## src/rtl/display_pkg.sv

```systemverilog
// display_pkg: shared types and constants for the memory-to-LCD display reader.
//   disp_state_t     - reader FSM states
//   ASCII_*          - character codes used by the hex renderer and reset rows
//   WORDS_PER_FRAME  - words fetched per refresh (two per LCD row)
//   nibble_to_ascii  - one hex nibble to its uppercase ASCII character
package display_pkg;

  typedef enum logic [2:0] {
    StIdle,
    StWaitGrant,
    StAddr,
    StCapt,
    StCommit
  } disp_state_t;

  localparam logic [7:0] ASCII_ZERO  = 8'h30;
  localparam logic [7:0] ASCII_A     = 8'h41;
  localparam logic [7:0] ASCII_SPACE = 8'h20;

  localparam int unsigned WORDS_PER_FRAME = 4;

  function automatic logic [7:0] nibble_to_ascii(input logic [3:0] nib);
    logic [7:0] ch;
    if (nib < 4'd10) begin
      ch = ASCII_ZERO + {4'h0, nib};
    end else begin
      ch = ASCII_A + {4'h0, nib - 4'd10};
    end
    return ch;
  endfunction

endpackage

```

## src/rtl/hex_to_ascii8.sv

```systemverilog
// hex_to_ascii8: renders a 32-bit word as 8 uppercase hex ASCII characters.
// Purely combinational.
//   i_word  [31:0] word to render
//   o_ascii [63:0] characters; [63:56] is the most significant nibble (leftmost)
module hex_to_ascii8
  import display_pkg::*;
(
  input  logic [31:0] i_word,
  output logic [63:0] o_ascii
);

  // Nibble i lands in byte i, so the top nibble becomes the leftmost character.
  always_comb begin
    o_ascii = '0;
    for (int i = 0; i < 8; i++) begin
      o_ascii[i*8 +: 8] = nibble_to_ascii(i_word[i*4 +: 4]);
    end
  end

endmodule

```

## src/rtl/mem_display_reader.sv

```systemverilog
// mem_display_reader: fetches a 4-word window of data memory and shows it as hex
// on the two 16-character LCD rows. Refreshes periodically or on a start pulse,
// sharing the memory port through a request/grant handshake.
//   clk, nrst        clock, asynchronous active-low reset
//   enable           lets the periodic refresh counter run
//   start            one-cycle pulse requesting an immediate refresh
//   mem_req          request for the data-memory port
//   mem_grant        port ownership; may drop at any time
//   mem_addr [31:0]  byte address (0 outside the address/capture states)
//   mem_rdata[31:0]  memory read data
//   row1/row2[127:0] LCD lines, [127:120] is the leftmost character
//   busy             high whenever the FSM is not idle
//   done             one-cycle pulse in the first cycle new rows are visible
module mem_display_reader
  import display_pkg::*;
#(
  parameter logic [31:0] BASE_ADDR      = 32'h0000_0400,
  parameter int unsigned REFRESH_CYCLES = 1_000_000
) (
  input  logic         clk,
  input  logic         nrst,
  input  logic         enable,
  input  logic         start,
  output logic         mem_req,
  input  logic         mem_grant,
  output logic [31:0]  mem_addr,
  input  logic [31:0]  mem_rdata,
  output logic [127:0] row1,
  output logic [127:0] row2,
  output logic         busy,
  output logic         done
);

  localparam int unsigned CntW = $clog2(REFRESH_CYCLES);
  localparam int unsigned IdxW = $clog2(WORDS_PER_FRAME);
  localparam logic [CntW-1:0] CntLast = CntW'(REFRESH_CYCLES - 1);
  localparam logic [IdxW-1:0] IdxLast = IdxW'(WORDS_PER_FRAME - 1);

  disp_state_t    r_state;
  disp_state_t    w_state_next;
  logic [CntW-1:0] r_cnt;
  logic [IdxW-1:0] r_idx;
  logic [31:0]    r_shadow [WORDS_PER_FRAME];
  logic [127:0]   r_row1;
  logic [127:0]   r_row2;
  logic           r_done;
  logic           w_trigger;
  logic [63:0]    w_ascii [WORDS_PER_FRAME];

  // start and counter expiry in the same cycle collapse into a single trigger.
  assign w_trigger = (r_state == StIdle) &&
                     (start || (enable && (r_cnt == CntLast)));

  for (genvar g = 0; g < WORDS_PER_FRAME; g++) begin : g_render
    hex_to_ascii8 u_hex (
      .i_word  (r_shadow[g]),
      .o_ascii (w_ascii[g])
    );
  end

  // State register
  always_ff @(posedge clk or negedge nrst) begin
    if (!nrst) begin
      r_state <= StIdle;
    end else begin
      r_state <= w_state_next;
    end
  end

  // Next-state logic
  always_comb begin
    w_state_next = r_state;
    unique case (r_state)
      StIdle: begin
        if (w_trigger) w_state_next = StWaitGrant;
      end
      StWaitGrant: begin
        if (mem_grant) w_state_next = StAddr;
      end
      StAddr: begin
        w_state_next = mem_grant ? StCapt : StWaitGrant;
      end
      StCapt: begin
        if (!mem_grant) begin
          w_state_next = StWaitGrant;
        end else if (r_idx == IdxLast) begin
          w_state_next = StCommit;
        end else begin
          w_state_next = StAddr;
        end
      end
      StCommit: begin
        w_state_next = StIdle;
      end
      default: w_state_next = StIdle;
    endcase
  end

  // Outputs decoded from state
  always_comb begin
    mem_req  = 1'b0;
    mem_addr = '0;
    busy     = (r_state != StIdle);
    unique case (r_state)
      StWaitGrant: mem_req = 1'b1;
      StAddr, StCapt: begin
        mem_req  = 1'b1;
        mem_addr = BASE_ADDR + 32'({r_idx, 2'b00});
      end
      default: ;
    endcase
  end

  // Refresh counter: only advances in IDLE, cleared on every trigger.
  always_ff @(posedge clk or negedge nrst) begin
    if (!nrst) begin
      r_cnt <= '0;
    end else if (r_state == StIdle) begin
      if (w_trigger) begin
        r_cnt <= '0;
      end else if (enable) begin
        r_cnt <= r_cnt + 1'b1;
      end
    end
  end

  // Word index and shadow capture. A grant loss rewinds to word 0; the shadow
  // words already captured are simply overwritten by the restarted frame.
  always_ff @(posedge clk or negedge nrst) begin
    if (!nrst) begin
      r_idx <= '0;
      for (int i = 0; i < WORDS_PER_FRAME; i++) r_shadow[i] <= '0;
    end else begin
      unique case (r_state)
        StWaitGrant: r_idx <= '0;
        StAddr: begin
          if (!mem_grant) r_idx <= '0;
        end
        StCapt: begin
          if (!mem_grant) begin
            r_idx <= '0;
          end else begin
            r_shadow[r_idx] <= mem_rdata;
            if (r_idx != IdxLast) r_idx <= r_idx + 1'b1;
          end
        end
        default: ;
      endcase
    end
  end

  // Both rows load on the same edge so the LCD never shows a mixed frame.
  always_ff @(posedge clk or negedge nrst) begin
    if (!nrst) begin
      r_row1 <= {16{ASCII_SPACE}};
      r_row2 <= {16{ASCII_SPACE}};
      r_done <= 1'b0;
    end else begin
      r_done <= (r_state == StCommit);
      if (r_state == StCommit) begin
        r_row1 <= {w_ascii[0], w_ascii[1]};
        r_row2 <= {w_ascii[2], w_ascii[3]};
      end
    end
  end

  assign row1 = r_row1;
  assign row2 = r_row2;
  assign done = r_done;

endmodule

```

## config.mk

```make
export PLATFORM = sky130hd
export DESIGN_NAME = mem_display_reader
export DESIGN_NICKNAME = d
export VERILOG_FILES = /design/src/rtl/display_pkg.sv /design/src/rtl/hex_to_ascii8.sv /design/src/rtl/mem_display_reader.sv
export SDC_FILE = /design/constraint.sdc
export NUM_CORES = 1
export LEC_CHECK = 0
export BUFFER_PORTS_ARGS = -buffer_cell sky130_fd_sc_hd__buf_2
export CORE_MARGIN = 2
export CORE_UTILIZATION = 55
export DETAILED_ROUTE_END_ITERATION = 10
export PLACE_DENSITY = 0.91
export SETUP_SLACK_MARGIN = 0.4
export SLEW_MARGIN = 20
export SYNTH_ARGS = -nofsm -noshare
export SYNTH_HDL_FRONTEND = slang
export SYNTH_SLANG_ARGS = --single-unit
```

## constraint.sdc

```tcl
create_clock -name clk -period 2.25 [get_ports clk]
set_input_delay 0.1125 -clock clk [delete_from_list [all_inputs] [get_ports clk]]
set_output_delay 0.1125 -clock clk [all_outputs]
set_load 0.005 [all_outputs]
```

==> qor.txt, run 1 <==
Slew at the pin with the worst max-slew slack = 0.8323 ns
Area growth, synth to finish = 19.44%
Number of warnings issued by yosys = 0
Setup repair after global routing missed its margin = yes
Critical Path End Type = flip-flop
P per Cell Area = 886.6 mW/mm^2
Weighted congestion at the end of routability-driven global placement = 0.8655
First-pass GRT wire length = 77920 microns
Depth of the CTS H-tree = 2
Final antenna-violating net count = 0
Port buffer count = 266
Gr ovfl total = 0
Number of design rule violations left after detail routing = 0
Share of the clock period used by the worst path after layout = 0.8348
Aggregate global-route resource usage = 0.2966
Max-cap violations = 0
Number of vias per cell = 5.762
Slew Limit Headroom = 0.4451
Synth Register Bits = 378
Most used flip-flop cell after synthesis = sky130_fd_sc_hd__dfrtp_1
Detailed-route wire length = 50130 microns
Endpoint required time on the critical path = 2.65 ns
Fraction of layout instances using a drive strength above 1 = 0.2609
Max frequency = 532.4 MHz
Router iterations before antenna repair = 5
Cell Rows = 65
Fin Setup TNS = 0 ns
Fillers = 2214
Cell type with the largest total area after synthesis = sky130_fd_sc_hd__dfrtp_1
Chip height = 183.9 microns
Leakage Power = 11.42 nW
Post-synthesis async set-or-reset flop share = 1.000
Placement Setup Slack = 0.2237 ns
Final Critical Period = 1.878 ns
Syn Inst Count = 1751
Cells after DPL = 2390
Initial Util = 0.5611
Number of endpoints failing setup at the final stage = 0
Reg clk slew, reported paths = 0.06 ns
Routed wire per std cell = 20.10 microns
Horiz. Die Dim = 183.9 microns
Top-area cell type share of the netlist area = 0.4865
Share of the yosys chip area belonging to registers = 0.5337
Status = finished, final reports clean
Class of the most critical setup path = flip-flop to flip-flop
Total area of multi-input combinational cells = 0.007332 sq mm
Final critical-path setup slack = 0.3717 ns
FF/Latch Area = 0.009503 sq mm
Peak VDD IR = 0.5788 mV
Kind of start point of the critical path = flip-flop
Number of placed I/O pins = 328
Clock tree skew after final layout = 0.02315 ns
Mean post-synth cell area = 10.16 sq um
Distinct cell type count of the synthesized netlist = 48
CTS tree = built
Number of nets in the layout = 2163
Number of hold-slack violations in the final timing report = 0
HPWL reported at the end of detailed placement = 34000 microns
Post-layout instance count excluding filler cells = 2494
Netlist Area Pre-Place = 0.01780 sq mm
Arrival time worst endpoint = 2.28 ns
Pin count of the biggest net entering global routing = 118
Initial detailed-routing violation count = 1146
Clk Latency, worst-skew pair = 0.54 ns
Cell at the root of the clock tree = sky130_fd_sc_hd__clkbuf_16
Max Slew Vio Count = 0
Number of antenna violations at the first check in global routing = 4
Count of flip-flops with a built-in enable after synthesis = 0
Final-layout worst hold slack = 0.01640 ns
Hold Crit Class = primary input to flip-flop
Floorplan Core Area = 0.03172 sq mm
Top area cells in the synthesized netlist = sky130_fd_sc_hd__dfrtp_1, sky130_fd_sc_hd__mux2_2, sky130_fd_sc_hd__ha_1, sky130_fd_sc_hd__dfstp_2, sky130_fd_sc_hd__nand2_1
Number of global-route vias before repair = 14590
Sink count of the clock tree = 378
Area of the die = 0.03382 sq mm
Max Buffers Root-to-Sink = 3
Routed via count = 14371
Num CTS Buffers = 40
Peak fanout along the critical path = 8
worst max-delay path, stage by stage, from the launching register on:
cell	delay, ns
sky130_fd_sc_hd__dfrtp_1	0.39
sky130_fd_sc_hd__or4b_4	0.55
sky130_fd_sc_hd__nor4_4	0.29
sky130_fd_sc_hd__a21oi_2	0.16
sky130_fd_sc_hd__buf_6	0.17
sky130_fd_sc_hd__a21oi_1	0.12
sky130_fd_sc_hd__mux2i_1	0.08
cells in the mapped netlist, types with 6 or more instances:
| cell | number |
|---|---|
| sky130_fd_sc_hd__a31oi_1 | 40 |
| sky130_fd_sc_hd__o22ai_1 | 33 |
| sky130_fd_sc_hd__a21o_1 | 34 |
| sky130_fd_sc_hd__inv_1 | 136 |
| sky130_fd_sc_hd__o31ai_1 | 34 |
| sky130_fd_sc_hd__dfstp_2 | 32 |
| sky130_fd_sc_hd__nand4_1 | 6 |
| sky130_fd_sc_hd__ha_1 | 69 |
| sky130_fd_sc_hd__nand3_1 | 57 |
| sky130_fd_sc_hd__o21ai_0 | 154 |
| sky130_fd_sc_hd__buf_4 | 63 |
| sky130_fd_sc_hd__mux2_2 | 113 |
| sky130_fd_sc_hd__nor2_1 | 138 |
| sky130_fd_sc_hd__nor2b_1 | 35 |
| sky130_fd_sc_hd__a21oi_1 | 78 |
| sky130_fd_sc_hd__clkbuf_1 | 31 |
| sky130_fd_sc_hd__dfrtp_1 | 346 |
| sky130_fd_sc_hd__xor2_1 | 64 |
| sky130_fd_sc_hd__buf_2 | 31 |
| sky130_fd_sc_hd__nand2_1 | 216 |
worst paths after layout:
path                               startpoint  cells past startpoint      endpoint  slack, ns
worst max-delay path                 r_cnt[8]                      6     r_cnt[12]       0.37
worst min-delay path            mem_rdata[27]                      2  r_shadow[91]       0.02
worst max register to register       r_cnt[8]                      6     r_cnt[12]       0.37
worst min register to register       row1[67]                      2      row1[67]       0.46
max in group asynchronous                nrst                      3     row2[109]       1.14
min in group asynchronous                nrst                      2  r_shadow[34]       0.24
layout by cell type, fill, tap and decap left out, types with 33 or more instances in the layout:
cell type,synthesis,routed
sky130_fd_sc_hd__a31oi_1,40,40
sky130_fd_sc_hd__nor2b_1,35,35
sky130_fd_sc_hd__clkbuf_16,0,43
sky130_fd_sc_hd__xor2_1,64,64
sky130_fd_sc_hd__a21o_1,34,34
sky130_fd_sc_hd__conb_1,1,61
sky130_fd_sc_hd__o31ai_1,34,33
sky130_fd_sc_hd__buf_2,31,265
sky130_fd_sc_hd__ha_1,69,69
sky130_fd_sc_hd__nand3_1,57,57
sky130_fd_sc_hd__inv_1,136,134
sky130_fd_sc_hd__dfrtp_1,346,343
sky130_fd_sc_hd__mux2_2,113,113
sky130_fd_sc_hd__o21ai_0,154,153
sky130_fd_sc_hd__nand2_1,216,214
sky130_fd_sc_hd__a21oi_1,78,75
sky130_fd_sc_hd__o22ai_1,33,33
sky130_fd_sc_hd__nor2_1,138,137
layer usage:
layer / share of wire / vias to the layer above / GRT usage
met5: 0.00026 / - / 0
met4: 0.065 / 2 / 0.1747
met3: 0.086 / 192 / 0.05646
met2: 0.48 / 697 / 0.4898
met1: 0.37 / 7044 / 0.3647
li1: - / 6436 / -
report_power, final:
part	leakage [nW]	switching, W	internal (W)
clock network	0.645	0.00273	0.00400
logic	5.82	0.00210	0.00173
registers	4.95	0.000873	0.00742
stage by stage:
stage               total power, W  instance area, sq um  utilization
finish                     0.01885                 21260       0.6703
global route               0.01977                 21250       0.6700
CTS                        0.01877                 21150       0.6668
detailed placement         0.01198                 19530       0.6157
global placement           0.01156                 19530       0.6157
floorplan                  0.01084                 18020            -
final cells by class:
cell class	count	share of cell area
Clock inverter	10	0.006827
Antenna cell	3	0.0003531
Clock buffer	64	0.05615
Inverter	136	0.02419
Tap cell	402	0.02366
Multi-Input combinational cell	1169	0.3449
Timing Repair Buffer	332	0.09693
Sequential cell	378	0.4470
registers in the layout, summed over array words and instances (netlist names):
| name | flops |
|---|---|
| row1 | 112 |
| row2 | 112 |
| done | 1 |
| r_shadow | 128 |
| r_idx | 2 |
| r_state | 3 |
| r_cnt | 20 |
cell families after synthesis:
| group | after synthesis | synth area share |
|---|---|---|
| xor gates and xnor gates | 64 | 0.03149 |
| DFF | 378 | 0.5337 |
| muxes | 114 | 0.07206 |
| other | 1 | 0.0002107 |
| buffers and inverters | 264 | 0.07156 |
| AOI/OAI and AO/OA | 386 | 0.1261 |
| adders and majority gates | 69 | 0.04851 |
| and+or+nand+nor | 475 | 0.1163 |
repair_timing:
action,in CTS,in global routing
hold buffers,17,0
resized for setup,16,15
pin swaps,6,1
gates cloned,1,1
hold endpoints to repair,130,0
setup buffers,6,2
setup endpoints to repair,132,140
Note: power is estimated with default switching activity, not from simulation.
==> run 2: changes to the inputs <==
Settings changed: CORE_UTILIZATION 55 to 51, PLACE_DENSITY 0.91 to 0.89.
Clock period 2.25 ns to 1.67 ns, I/O delays scaled along.
==> run 2 against run 1 <==
  * First-iteration DRC count increased by 73%
  * Critical path type unchanged
  * Sequential share of layout area decreased by 11 points
  * Critical path depth decreased by 1
  * Hold slack got worse by 0.012 ns
  * Via count increased by 26%
  * The flow now finishes with violations (negative setup slack)
  * Clock power increased by 49%
  * Global-route usage increased by 10 points
  * Cell count increased by 11%
  * Largest power group unchanged
==> qor.txt, run 2 (synthesis gave the netlist of run 1 again) <==
Initial Util = 0.5165 (-0.04462)
Peak fanout along the critical path = 6 (-2)
Number of hold-slack violations in the final timing report = 0 (unchanged)
Worst-path cell with the longest stage delay = sky130_fd_sc_hd__a31oi_1
Capture point of the worst reg-to-reg path = row1[4]
Initial detailed-routing violation count = 1982 (+73%)
Port buffer count = 266 (unchanged)
Peak VDD IR = 1.300 mV (+120%)
Number of vias per cell = 6.531 (+13%)
Final antenna-violating net count = 0 (unchanged)
Beginning of the worst hold path = start
Post-layout instance count excluding filler cells = 2772 (+11%)
Max Slew Vio Count = 0 (unchanged)
Share of the clock period used by the worst path after layout = 1.443 (+0.6086)
Weighted congestion at the end of routability-driven global placement = 0.8728 (+0.84%)
Number of global-route vias before repair = 17606 (+21%)
Flop-to-flop setup slack = -0.74 ns (-1.11 ns)
Reg clk slew, reported paths = 0.07 ns (about the same)
Fraction of layout instances using a drive strength above 1 = 0.5108 (+0.2499)
Area of the die = 0.03641 sq mm (+7.7%)
Largest register FFs = 128 (unchanged)
Leading cell types in the layout, fill and taps excluded = sky130_fd_sc_hd__dfrtp_1, sky130_fd_sc_hd__buf_2, sky130_fd_sc_hd__inv_1, sky130_fd_sc_hd__nand2_4, sky130_fd_sc_hd__buf_4
Hold Crit Class = primary input to flip-flop
Area growth, synth to finish = 58.09%
CTS tree = built
Number of endpoints failing setup at the final stage = 356 (+356)
CP dominant cell by count = sky130_fd_sc_hd__inv_1
Number of placed I/O pins = 328 (unchanged)
Critical Path End Type = flip-flop
Final critical-path setup slack = -0.7406 ns (-1.112 ns)
Cells after DPL = 2515 (+5.2%)
Routed wire per std cell = 30.44 microns (+51%)
Detailed-route wire length = 84390 microns (+68%)
Number of nets in the layout = 2383 (+10%)
Kind of cell adding the most delay to the critical path = compound AO/OA/AOI/OAI gates
Max frequency = 414.8 MHz (-22%)
Ordered list of cells on the worst path = inv_1 -> ha_1 -> inv_1 -> a31oi_1 -> o21ai_2
Final-layout worst hold slack = 0.004729 ns (-0.01167 ns)
Slew Limit Headroom = 0.1169 (-0.3282)
Pin count of the biggest net entering global routing = 63 (-47%)
Cell at the root of the clock tree = sky130_fd_sc_hd__clkbuf_16
Max Buffers Root-to-Sink = 3 (unchanged)
Leakage Power = 14.16 nW (+24%)
Final Critical Period = 2.411 ns (+0.5322 ns)
P per Cell Area = 1039 mW/mm^2 (+17%)
Number of design rule violations left after detail routing = 0 (unchanged)
Worst reg2reg startpoint = r_shadow[66]
First-pass GRT wire length = 107800 microns (+38%)
Sink count of the clock tree = 378 (unchanged)
Worst Hold Depth = 5 (+3)
Endpoint required time on the critical path = 2.07 ns (-0.58 ns)
Critical Path Max Stage Delay = 1.09 ns (+0.54 ns)
Horiz. Die Dim = 190.8 microns (+3.8%)
Chip height = 190.8 microns (+3.8%)
HPWL reported at the end of detailed placement = 35320 microns (+3.9%)
Worst Hold Path EP = r_cnt[2]
Depth of the CTS H-tree = 2 (unchanged)
Clk Latency, worst-skew pair = 0.57 ns (+0.03 ns)
Arrival time worst endpoint = 2.81 ns (+0.53 ns)
Router iterations before antenna repair = 7 (+2)
Worst reg-to-reg path cell count = 5 (-1)
Leading cell type in the layout, fill and taps excluded = sky130_fd_sc_hd__dfrtp_1
Slew at the pin with the worst max-slew slack = 1.318 ns (+0.4862 ns)
Routed via count = 18104 (+26%)
Aggregate global-route resource usage = 0.3963 (+0.09970)
Setup repair after global routing missed its margin = yes
Max-cap violations = 0 (unchanged)
Worst Path Buf+Inv = 2 (+1)
Number of antenna violations at the first check in global routing = 12 (+8)
Floorplan Core Area = 0.03446 sq mm (+8.6%)
Violations in the final reports = negative setup slack
Num CTS Buffers = 41 (+2.5%)
Register ranked first by flip-flop count = r_shadow
Cell Rows = 68 (+4.6%)
Clock tree skew after final layout = 0.03330 ns (+0.01015 ns)
Status = finished with violations
Class of the most critical setup path = flip-flop to flip-flop
Gr ovfl total = 0 (unchanged)
Kind of start point of the critical path = flip-flop
[run 2: cell type report]
type / instances / area, sq um
clock inverter: 16 / 222.7
fill: 1522 / 6320
sequential: 378 / 9504
multi-input combinational: 1172 / 10320
antenna: 7 / 17.52
inverter: 136 / 544.3
tap: 455 / 569.3
clock buffer: 60 / 1210
timing repair buffer: 548 / 5751
[run 2: power by group]
group | total [W] | switching, W | internal [W]
clock | 0.0100 | 0.00417 | 0.00584
combinational | 0.00776 | 0.00467 | 0.00309
sequential | 0.0115 | 0.00148 | 0.00998
total | 0.0292 | 0.0103 | 0.0189
[run 2: what timing repair did]
item / in CTS / in global routing
pin swaps: 119 / 57
buffers inserted: 49 / 33
endpoints found under the hold margin: 308 / 4
hold buffers: 31 / 1
endpoints found under the setup margin: 404 / 411
resized for setup: 566 / 297
cloned: 58 / 2
[run 2: worst max path at each step]
| stage | endpoint | start | cells past startpoint | slack (ns) |
|---|---|---|---|---|
| global route | row1[4] | r_shadow[66] | 5 | -0.72 |
| finish | row1[4] | r_shadow[66] | 5 | -0.74 |
| floorplan | r_cnt[3] | r_cnt[10] | 6 | -0.13 |
| CTS | r_cnt[3] | r_cnt[10] | 7 | -0.28 |
| detailed placement | r_cnt[17] | r_state[2] | 5 | -0.47 |
| global placement | r_cnt[17] | r_state[2] | 5 | -0.38 |
[run 2: per-stage QoR]
stage	total power, W	cell area, sq um	utilization	setup TNS [ns]	setup WS [ns]
finish	0.02923	28140	0.8166	-34.75	-0.7406
global route	0.03000	28130	0.8163	-44.46	-0.7248
CTS	0.02702	26440	0.7674	-7.186	-0.2824
detailed placement	0.01648	20570	0.5971	-6.251	-0.4659
global placement	0.01589	20570	0.5971	-4.795	-0.3820
floorplan	0.01475	18660	-	-2.043	-0.1341
[run 2: worst register-to-register path, delay by kind of cell (launching register included)]
| kind | cells | cell delay [ns] |
|---|---|---|
| flip-flops | 1 | 0.46 |
| adder cells (fa/ha/maj) | 1 | 0.33 |
| AO/OA/AOI/OAI | 2 | 1.16 |
| buffers and inverters | 2 | 0.30 |
[run 2: metal layers]
layer	track usage	up-vias	part of all wire
met2	0.6310	1661	0.45
met5	0	-	0.00044
met4	0.2797	6	0.10
met1	0.4677	8818	0.32
met3	0.1038	697	0.13
li1	-	6922	-
